<file path="config.mk">
export PLATFORM = sky130hd
export DESIGN_NAME = imem_arbiter
export DESIGN_NICKNAME = d
export VERILOG_FILES = /design/src/rtl/imem_arbiter.sv
export SDC_FILE = /design/constraint.sdc
export NUM_CORES = 1
export LEC_CHECK = 0
export ABC_AREA = 1
export ABC_CLOCK_PERIOD_IN_PS = 1300
export BUFFER_PORTS_ARGS = -buffer_cell sky130_fd_sc_hd__buf_2
export CAP_MARGIN = 20
export CORE_AREA = 4 4 94 96
export DETAILED_ROUTE_END_ITERATION = 7
export DIE_AREA = 0 0 98 100
export PLACE_DENSITY_LB_ADDON = 0.08
export SLEW_MARGIN = 5
export SYNTH_ARGS = -nofsm -noshare
export SYNTH_HDL_FRONTEND = slang
export SYNTH_SLANG_ARGS = --single-unit
</file>
<file path="constraint.sdc">
create_clock -name clk -period 1.3 [get_ports clk]
set_input_delay 0.065 -clock clk [delete_from_list [all_inputs] [get_ports clk]]
set_output_delay 0.065 -clock clk [all_outputs]
set_load 0.01 [all_outputs]
</file>
<file path="src/rtl/imem_arbiter.sv">
// Arbiter sharing a single-port instruction memory between fetch (read-only) and the program loader.
// Optional IMEM_ARB_PERF_EN adds fetch-stall and loader-grant performance counters.
module imem_arbiter #(
  parameter int DEPTH      = 256,
  parameter int IDX_W      = $clog2(DEPTH),
  parameter int STARVE_MAX = 4
) (
  input  logic             clk,
  input  logic             rst,
  input  logic             f_req,
  input  logic [31:0]      f_addr,
  output logic             f_gnt,
  output logic             f_rvalid,
  output logic [31:0]      f_rdata,
  output logic             f_err,
  input  logic             l_req,
  input  logic             l_we,
  input  logic             l_lock,
  input  logic [31:0]      l_addr,
  input  logic [31:0]      l_wdata,
  output logic             l_gnt,
  output logic             l_rvalid,
  output logic [31:0]      l_rdata,
  output logic             l_err,
  output logic             m_en,
  output logic             m_we,
  output logic [IDX_W-1:0] m_idx,
  output logic [31:0]      m_wdata,
  input  logic [31:0]      m_rdata,
  output logic             dbg_locked,
  output logic [3:0]       dbg_starve_cnt
`ifdef IMEM_ARB_PERF_EN
  ,
  output logic [31:0]      perf_fstall,
  output logic [31:0]      perf_lgrant
`endif
);

  // Handshake: a request (req with addr/data) is held until gnt; gnt is combinational and the
  // access completes on that edge. Exactly one cycle later the matching rvalid pulses.
  typedef enum logic {ST_RUN = 1'b0, ST_LOCKED = 1'b1} state_t;

  localparam logic [3:0] STARVE_LIM = STARVE_MAX[3:0];

  state_t     r_state, w_state_nxt;
  logic [3:0] r_starve, w_starve_nxt;
  logic       w_f_err, w_l_err;
  logic       r_f_rvalid, r_l_rvalid, r_f_err, r_l_err, r_l_we;

  assign w_f_err = (f_addr[1:0] != 2'b00) || (f_addr[31:IDX_W+2] != '0);
  assign w_l_err = (l_addr[1:0] != 2'b00) || (l_addr[31:IDX_W+2] != '0);

  always_comb begin
    w_state_nxt = r_state;
    f_gnt       = 1'b0;
    l_gnt       = 1'b0;
    if (!rst) begin
      case (r_state)
        ST_RUN: begin
          if (l_req && (!f_req || r_starve == STARVE_LIM)) begin
            l_gnt = 1'b1;
            if (l_lock) w_state_nxt = ST_LOCKED;
          end else if (f_req) begin
            f_gnt = 1'b1;
          end
        end
        ST_LOCKED: begin
          l_gnt = l_req;
          if (!l_lock && !l_req) w_state_nxt = ST_RUN;
        end
        default: w_state_nxt = ST_RUN;
      endcase
    end
  end

  always_comb begin
    w_starve_nxt = r_starve;
    if (!l_req || l_gnt)
      w_starve_nxt = 4'd0;
    else if (r_starve != STARVE_LIM)
      w_starve_nxt = r_starve + 4'd1;
  end

  // Erroneous addresses are granted but never reach the array.
  assign m_en    = (f_gnt && !w_f_err) || (l_gnt && !w_l_err);
  assign m_we    = l_gnt && !w_l_err && l_we;
  assign m_idx   = l_gnt ? l_addr[IDX_W+1:2] : f_addr[IDX_W+1:2];
  assign m_wdata = l_gnt ? l_wdata : 32'd0;

  always_ff @(posedge clk or posedge rst) begin
    if (rst) begin
      r_state    <= ST_RUN;
      r_starve   <= 4'd0;
      r_f_rvalid <= 1'b0;
      r_l_rvalid <= 1'b0;
      r_f_err    <= 1'b0;
      r_l_err    <= 1'b0;
      r_l_we     <= 1'b0;
    end else begin
      r_state    <= w_state_nxt;
      r_starve   <= w_starve_nxt;
      r_f_rvalid <= f_gnt;
      r_l_rvalid <= l_gnt;
      r_f_err    <= f_gnt && w_f_err;
      r_l_err    <= l_gnt && w_l_err;
      r_l_we     <= l_gnt && l_we;
    end
  end

  // The registered rvalid bits double as the response owner for routing m_rdata.
  assign f_rvalid = r_f_rvalid;
  assign f_err    = r_f_err;
  assign f_rdata  = (r_f_rvalid && !r_f_err) ? m_rdata : 32'd0;
  assign l_rvalid = r_l_rvalid;
  assign l_err    = r_l_err;
  assign l_rdata  = (r_l_rvalid && !r_l_err && !r_l_we) ? m_rdata : 32'd0;

  assign dbg_locked     = (r_state == ST_LOCKED);
  assign dbg_starve_cnt = r_starve;

`ifdef IMEM_ARB_PERF_EN
  logic [31:0] r_perf_fstall, r_perf_lgrant;

  always_ff @(posedge clk or posedge rst) begin
    if (rst) begin
      r_perf_fstall <= 32'd0;
      r_perf_lgrant <= 32'd0;
    end else begin
      if (f_req && !f_gnt) r_perf_fstall <= r_perf_fstall + 32'd1;
      if (l_gnt)           r_perf_lgrant <= r_perf_lgrant + 32'd1;
    end
  end

  assign perf_fstall = r_perf_fstall;
  assign perf_lgrant = r_perf_lgrant;
`endif

endmodule

</file>
# After elaboration in Yosys (flattened, before gate mapping)
# Cells that the tools add are included.
# W data, S select, Z words.
[word_totals] regBits=10 in_bits=134 out_inout_bits=117 elab_cells=57
[op_classes] n_addsub=1 n_eq_ne=2 mux=17 bitwise_logic=1 reduce_logical=29
[ops] cell="$mux W32" count=3
[ops] cell="$reduce_bool A22 Y1" count=2
[ops] cell="$logic_and A1 B1 Y1" count=11
[ops] cell="$mux W1" count=9
[ops] cell="$logic_not A1 Y1" count=8
[ops] cell="$mux W4" count=2
[ops] cell="$mux W8" count=1
[ops] cell="$reduce_bool A2 Y1" count=3
[ops] cell="$logic_or A1 B1 Y1" count=5
[ops] cell="$add A4 B1 Y4 const B" count=1
[ops] cell="$eq A4 B3 Y1 const B" count=1
[ops] cell="$ne A4 B3 Y1 const B" count=1
[ops] cell="$pmux W1 S2" count=2
[ops] cell="$not A1 Y1" count=1

# Longest topological paths before layout
# Gate-level depths: netlist of the first run.
[logic_depth] depth_word=8 mapped_depth=8 ltp_nobuf=7

# Worst setup path before layout of the first run
# No wires, ideal clock.
[synth_timing] path_kind="flip-flop to flip-flop" start="reg r_starve[0] (netlist: dbg_starve_cnt[0])" end="reg r_f_err (netlist: f_err)" setup_time_ns=0.066 arrival_time_ns=1.376 required_time_ns=1.234 slack_ns=-0.141 stages_incl_launch_ff=8 n_path_buf=0 synth_period_minus_slack_ns=1.441 path_cell_list="dfrtp_1 inv_1 ha_1 nand3_2 nand2_1 a21oi_1 o21ai_0 inv_1"
[synth_via] elab_chain_len=7
[synth_rtl] element="start, declared" line_no="46" text="logic [3:0] r_starve, w_starve_nxt;"
[synth_rtl] element="start signal, assigned" line_no="101" text="r_starve <= w_starve_nxt;"
[synth_rtl] element="$eq A4 B3 Y1" line_no="60" text="if (l_req && (!f_req || r_starve == STARVE_LIM)) begin"
[synth_rtl] element="$logic_or A1 B1 Y1" line_no="60"
[synth_rtl] element="$logic_and A1 B1 Y1" line_no="60"
[synth_rtl] element="$mux W1" line_no="60"
[synth_rtl] element="$mux W1" line_no="58" text="case (r_state)"
[synth_rtl] element="$mux W1" line_no="57" text="if (!rst) begin"
[synth_rtl] element="named net f_gnt" line_no="12" text="output logic f_gnt,"
[synth_rtl] element="$logic_and A1 B1 Y1" line_no="104" text="r_f_err <= f_gnt && w_f_err;"
[synth_rtl] element="end signal, assigned" line_no="104"
[synth_rtl] element="end, declared" line_no="48" text="logic r_f_rvalid, r_l_rvalid, r_f_err, r_l_err, r_l_we;"
# The timed path passes the listed nets, and every way through them passes these cells.
# A chain may end at the register's enable or synchronous reset.

# Worst setup path in the final report of the first run
[layout_timing] start="reg r_l_err (netlist: l_err)" end="out l_rdata[9]"
[layout_via] elab_chain_len=4
[layout_rtl] element="start, declared" line_no="48"
[layout_rtl] element="start signal, assigned" line_no="105" text="r_l_err <= l_gnt && w_l_err;"
[layout_rtl] element="$logic_not A1 Y1" line_no="116" text="assign l_rdata = (r_l_rvalid && !r_l_err && !r_l_we) ? m_rdata : 32'd0;"
[layout_rtl] element="$logic_and A1 B1 Y1 (2 in a row)" line_no="116"
[layout_rtl] element="$mux W32" line_no="116"
[layout_rtl] element="end, declared" line_no="23" text="output logic [31:0] l_rdata,"
# Every way passes these cells.

==> results.sh, run 1 <==
export IMPL_status="complete, but fails checks"
export IMPL_violations="negative setup slack"
export IMPL_cp_required_ns=1.24
export IMPL_hpwlAfterDp_um=6370
export IMPL_dp_cells=657
export IMPL_cpMaxStageDelayCell="or3b_4"
export IMPL_post_route_period_util_pct=126
export IMPL_synth_compound_area_share_pct=3.16
export IMPL_crit_path_end_kind="primary output"
export IMPL_fin_crit_ns=1.64
export IMPL_setup_ws_ns=-0.340
export IMPL_synthCells=297
export IMPL_holdWs_ns=0.155
export IMPL_io_pins=251
export IMPL_powerDensity_nw_per_um2=481
export IMPL_synthArstFlopShare_pct=100
export IMPL_postSynthNetCount=433
export IMPL_crit_chain="or3b_4, buf_12, buf_16, nor2_2, buf_2"
export IMPL_syn_avg_cell_area_sq_um=4.93
export IMPL_drtIter0Drc=24
export IMPL_cts_buffers=3
export IMPL_die_x_um=98
export IMPL_finalInstanceArea_sq_um=3720
export IMPL_cts_tree="built"
export IMPL_synth_top_family_by_area="simple AND/OR/NAND/NOR gates"
export IMPL_drive_gt1_share_pct=63.2
export IMPL_drv_cap=0
export IMPL_final_cells=673
export IMPL_ir_worst_vdd_mv=0.250
export IMPL_htreeDepth=1
export IMPL_critPathMaxStageDelay_ns=0.46
export IMPL_drv_slew=0
export IMPL_leakage_nw=2.38
export IMPL_synth_top_cells_by_count="nor2_1, inv_1, nand2_1, dfrtp_1, buf_6"
export IMPL_start_util_pct=18.2
export IMPL_coreArea_sq_um=8050
export IMPL_cp_start_kind="register"
export IMPL_synth_top_area_share_pct=32.3
export IMPL_rows=33
export IMPL_grt_pass1_vias=2409
export IMPL_synth_most_common_cell="nor2_1"
export IMPL_drcViolationCount=0
export IMPL_grt_pass1_wl_um=11200
export IMPL_grt_util_all_layers_pct=13.8
export IMPL_relSlewSlack_pct=88.8
export IMPL_via_per_inst=3.93
export IMPL_synthMuxAreaShare_pct=0
export IMPL_synth_xor_area_share_pct=1.20
export IMPL_routed_wl_um=8000
export IMPL_clock_sinks=10
export IMPL_crit_cells=5
export IMPL_critical_path_class="reg2out"
export IMPL_diodes=0
export IMPL_clock_skew_final_ns=0.00298
export IMPL_worstPathMaxFanout=8
export IMPL_ant_nets=0
export IMPL_synth_cell_area_sq_um=1470
export IMPL_cp_arrival_ns=1.58
export IMPL_area_growth_pct=154
export IMPL_synth_area_top_cells="nor2_1, inv_1, dfrtp_1"
export IMPL_cts_root_buf="clkbuf_8"
export IMPL_synthDistinctLibCells=22
export IMPL_synth_seq_cells=10
export IMPL_fmax_ghz=0.610
export IMPL_setup_viol=79
export IMPL_fp_dieH_um=100
export IMPL_ys_warn_count=0
export IMPL_clkSlewWorstSetupHoldPaths_ns=0.04
export IMPL_gp_congestion=0.855
export IMPL_post_drt_wl_per_cell_um=11.9
export IMPL_grt_remaining_overflow=0
export IMPL_crit_family="simple AND/OR/NAND/NOR gates"
export IMPL_dieArea_sq_um=9800
export IMPL_grt_max_degree=33
export IMPL_crit_end="l_rdata[9]"
export IMPL_synth_adder_area_share_pct=1.71
export IMPL_place_area_sq_um=3060
export IMPL_portBuffers=250
export IMPL_synth_edff_count=0
export IMPL_hold_viol=0
export IMPL_clock_latency_ns=0.23
export IMPL_yosys_area_top_type="nor2_1"
export IMPL_finalNetCount=706
export IMPL_final_util_pct=46.2
export IMPL_tightest_slew_ns=0.167
export IMPL_rsz0062_at_grt="true"
export IMPL_ys_flop_type="dfrtp_1"
export IMPL_ys_seq_area_share_pct=17.1
export IMPL_drt_pass1_iterations=4
export IMPL_r2r_start="dbg_starve_cnt[0]$_DFFE_PP0P_"
export IMPL_rr_endpoint="f_err$_DFF_PP0_"
export IMPL_clockBufferDepth=2
export IMPL_r2r_setup_slack_ns=-0.15
export IMPL_vias=2648
export IMPL_worst_path_buf_inv=3
export IMPL_antenna_found_initial=0
export IMPL_worstSetupStartpoint="l_err$_DFF_PP0_"
export IMPL_rr_worst_depth=10
export IMPL_synthSimpleGateAreaFrac_pct=50.6
export IMPL_p_total_mw=1.79
export IMPL_hold_path_class="in2reg"
-- layer usage --
layer	vias up	GRT usage (%)	part of all wire (%)
li1	1372	-	-
met1	1130	14.7	34
met2	136	28.6	57
met3	10	1.81	7.4
met4	0	2.56	1.5
met5	-	0	0
-- worst reg2reg max path, delay by kind of cell, from the launching register on --
family | cells | cell delay [ns]
AO/OA/AOI/OAI | 2 | 0.13
adder cells (fa/ha/maj) | 1 | 0.14
buffers and inverters | 5 | 0.52
flip-flops | 1 | 0.38
AND/OR/NAND/NOR | 2 | 0.16
-- worst min-delay path by stage --
stage / from / to / slack [ns] / depth (start not counted)
2_1_floorplan: rst / dbg_locked$_DFFE_PP0N_ / -0.09 / 1
3_3_place_gp: rst / dbg_locked$_DFFE_PP0N_ / 0.14 / 3
3_5_place_dp: rst / dbg_locked$_DFFE_PP0N_ / 0.14 / 3
4_1_cts: l_we / r_l_we$_DFF_PP0_ / 0.14 / 4
5_1_grt: l_we / r_l_we$_DFF_PP0_ / 0.16 / 4
6_report: l_we / r_l_we$_DFF_PP0_ / 0.16 / 4
-- area by class of cell --
| type | instances | area [sq um] |
|---|---|---|
| tap | 105 | 131 |
| clock buffer | 3 | 41.3 |
| timing repair buffer | 280 | 1810 |
| fill | 844 | 4330 |
| inverter | 76 | 285 |
| multi-input combinational | 199 | 1210 |
| sequential | 10 | 250 |
-- kinds of logic after synthesis --
kind of cell	after synthesis
AO/OA/AOI/OAI	8
XOR/XNOR	2
adder cells (fa/ha/maj)	2
buffers and inverters	88
flip-flops	10
AND/OR/NAND/NOR	187
-- power by group --
part           total [mW]  internal (mW)  switching, mW
logic                1.13          0.562          0.566
clock network       0.313          0.202          0.111
registers           0.352          0.336         0.0156
-- through the flow --
stage	setup WS [ns]	setup TNS, ns
2_1_floorplan	-0.0424	-0.777
3_3_place_gp	-0.124	-1.69
3_5_place_dp	-0.126	-2.02
4_1_cts	-0.339	-22.67
5_1_grt	-0.397	-25.06
6_report	-0.340	-20.18
-- what timing repair did --
item                                   in CTS  in global routing
endpoints found under the hold margin      10                  0
resized for setup                          33                 74
pin swaps                                   3                  6
setup endpoints to repair                  77                116
hold buffers                                1                  0
cloned                                      4                  1
setup buffers                               3                  6
-- registers in the layout, indices dropped and copies added (netlist names) --
name / cells
dbg_starve_cnt: 4
r_l_we: 1
l_rvalid: 1
dbg_locked: 1
f_rvalid: 1
l_err: 1
f_err: 1
-- placed cells by master, fill, tap and decap left out --
cell	n
buf_12	6
nor3_1	1
buf_2	222
nand4_1	2
a21oi_4	1
buf_16	2
buf_4	15
clkbuf_8	3
ha_1	1
nand2_4	2
nand3_1	2
nor2_2	19
o21ai_0	3
ha_4	1
nand3_4	1
or3b_4	1
a21boi_4	1
xnor2_1	1
nor2_4	35
a21oi_1	3
clkbuf_16	1
inv_2	3
xor2_1	1
dfrtp_1	10
inv_1	73
buf_6	33
nor2_1	75
nand2_1	36
nand2_2	13
dlygate4sd3_1	1
Note: power is estimated with default switching activity, not from simulation.
==> inputs of run 2 (changes only) <==
--- a/config.mk
+++ b/config.mk
@@ -9,9 +9,10 @@
 export ABC_CLOCK_PERIOD_IN_PS = 1300
 export BUFFER_PORTS_ARGS = -buffer_cell sky130_fd_sc_hd__buf_2
 export CAP_MARGIN = 20
-export CORE_AREA = 4 4 94 96
+export CORE_AREA = 4 4 95 97
+export CTS_BUF_LIST = sky130_fd_sc_hd__clkbuf_2
 export DETAILED_ROUTE_END_ITERATION = 7
-export DIE_AREA = 0 0 98 100
+export DIE_AREA = 0 0 99 101
 export PLACE_DENSITY_LB_ADDON = 0.08
 export SLEW_MARGIN = 5
 export SYNTH_ARGS = -nofsm -noshare
==> run 2 against run 1 <==
The run still ends with negative setup slack left. Register-to-register slack is essentially flat. Via count grew 3.2%. Sequential share of layout area shrank 1.2 points. Routed wire length grew 16%. Worst hold slack lost 0.057 ns. Critical endpoint is now l_rdata[16]. Combinational power grew 26%. Critical path depth shrank 1. Design area grew 21%. Count of clock-buffer cells in the layout is the same.
==> results.sh, run 2 (synthesis gave the netlist of run 1 again) <==
export IMPL_status="complete, but fails checks"
export IMPL_violations="negative setup slack"
export IMPL_p_total_mw=1.95
export IMPL_grt_remaining_overflow=0
export IMPL_relSlewSlack_pct=85.1
export IMPL_area_growth_pct=209
export IMPL_clock_sinks=10
export IMPL_io_pins=251
export IMPL_clock_latency_ns=0.26
export IMPL_routed_wl_um=9300
export IMPL_leakage_nw=2.51
export IMPL_diodes=0
export IMPL_whs_endpoint="dbg_starve_cnt[3]$_DFFE_PP0P_"
export IMPL_r2r_start="dbg_starve_cnt[0]$_DFFE_PP0P_"
export IMPL_post_route_period_util_pct=131
export IMPL_holdPathStages=3
export IMPL_hold_start="l_req"
export IMPL_die_x_um=99
export IMPL_final_util_pct=55.6
export IMPL_drtIter0Drc=40
export IMPL_drt_pass1_iterations=4
export IMPL_layout_commonest_cell="buf_2"
export IMPL_clockBufferDepth=2
export IMPL_largest_reg_flops=4
export IMPL_coreArea_sq_um=8130
export IMPL_tightest_slew_ns=0.224
export IMPL_fp_dieH_um=101
export IMPL_grt_pass1_wl_um=11500
export IMPL_gp_congestion=0.776
export IMPL_critical_path_class="reg2out"
export IMPL_start_util_pct=18.0
export IMPL_fmax_ghz=0.588
export IMPL_rr_worst_depth=10
export IMPL_finalInstanceArea_sq_um=4520
export IMPL_finalNetCount=713
export IMPL_r2r_setup_slack_ns=-0.16
export IMPL_cp_required_ns=1.24
export IMPL_drv_cap=0
export IMPL_drv_slew=0
export IMPL_grt_pass1_vias=2461
export IMPL_place_area_sq_um=3070
export IMPL_ant_nets=0
export IMPL_dieArea_sq_um=10000
export IMPL_crit_path_end_kind="primary output"
export IMPL_htreeDepth=1
export IMPL_multi_input_area_sq_um=1560
export IMPL_cts_tree="built"
export IMPL_fin_crit_ns=1.70
export IMPL_regArea_sq_um=250
export IMPL_vias=2734
export IMPL_setup_viol=94
export IMPL_hold_path_class="in2reg"
export IMPL_final_cell_mix="buf_2, buf_6, nor2_4"
export IMPL_cts_root_buf="clkbuf_2"
export IMPL_cts_buffers=3
export IMPL_worstPathMaxFanout=8
export IMPL_ir_worst_vdd_mv=0.274
export IMPL_final_fill_count=735
export IMPL_rr_endpoint="f_err$_DFF_PP0_"
export IMPL_holdWs_ns=0.0984
export IMPL_antenna_found_initial=0
export IMPL_cp_start_kind="register"
export IMPL_powerDensity_nw_per_um2=431
export IMPL_grt_max_degree=33
export IMPL_portBuffers=250
export IMPL_hold_viol=0
export IMPL_cp_arrival_ns=1.63
export IMPL_place_ws_ns=-0.137
export IMPL_rsz0062_at_grt="true"
export IMPL_clock_skew_final_ns=0.00574
export IMPL_via_per_inst=4.01
export IMPL_hpwlAfterDp_um=6270
export IMPL_setup_ws_ns=-0.400
export IMPL_drcViolationCount=0
export IMPL_rows=33
export IMPL_grt_util_all_layers_pct=13.8
export IMPL_post_drt_wl_per_cell_um=13.7
export IMPL_drive_gt1_share_pct=70.7
export IMPL_clkSlewWorstSetupHoldPaths_ns=0.10
run 2: cell count changes in the layout (fill, tap and decap cells not counted), moves of 3 or more:
| cell | before | now |
|---|---|---|
| nand2_1 | 36 | 30 |
| clkbuf_8 | 3 | 0 |
| nor2_4 | 35 | 73 |
| nand2_4 | 2 | 10 |
| nor2_1 | 75 | 42 |
| nand2_2 | 13 | 10 |
| clkbuf_16 | 1 | 5 |
| buf_2 | 222 | 168 |
| buf_6 | 33 | 87 |
| clkbuf_2 | 0 | 3 |
| nor2_2 | 19 | 14 |
run 2: final cells by class:
class	instances	area share [%]
Tap cell	105	2.90
Clock inverter	1	0.0830
Sequential cell	10	5.53
Timing Repair Buffer	287	50.4
Multi-Input combinational cell	199	34.4
Clock buffer	3	0.332
Inverter	76	6.31
run 2: critical path, stage by stage, from the launching register on:
cell,delay [ns]
dfrtp_1,0.39
or3b_4,0.49
clkbuf_16,0.22
nor2_1,0.12
buf_2,0.15
run 2: worst max-delay path by stage:
stage / from / end / cells after the start
2_1_floorplan: dbg_starve_cnt[0]$_DFFE_PP0P_ / m_idx[0] / 7
3_3_place_gp: dbg_starve_cnt[0]$_DFFE_PP0P_ / m_en / 8
3_5_place_dp: dbg_starve_cnt[0]$_DFFE_PP0P_ / m_en / 8
4_1_cts: dbg_starve_cnt[0]$_DFFE_PP0P_ / m_en / 8
5_1_grt: l_err$_DFF_PP0_ / l_rdata[16] / 4
6_report: l_err$_DFF_PP0_ / l_rdata[16] / 4
run 2: what timing repair did:
action                                 4_1_cts  5_1_grt
resized for setup                           71      180
pin swaps                                    3        7
endpoints found under the hold margin       10        0
hold buffers                                 1        0
setup buffers                                6        3
setup endpoints to repair                  114      115
gates cloned                                 4        6
run 2: report_power, final:
part	internal, mW	switching, mW
Sequential	0.335	0.0175
Clock	0.0668	0.110
Combinational	0.724	0.698
Total	1.13	0.825
run 2: metrics by stage:
| stage | TNS [ns] | cells |
|---|---|---|
| floorplan | -0.777 | 297 |
| global placement | -1.83 | 657 |
| detailed placement | -2.15 | 657 |
| CTS | -22.94 | 672 |
| global route | -36.01 | 681 |
| finish | -25.05 | 681 |
run 2: per-layer routing:
metal	vias to the layer above	wire, um	GRT usage [%]
met5	-	0	0
met4	0	117	2.52
met3	8	683	2.77
met2	125	5360	28.0
met1	1212	3140	14.6
li1	1389	-	-
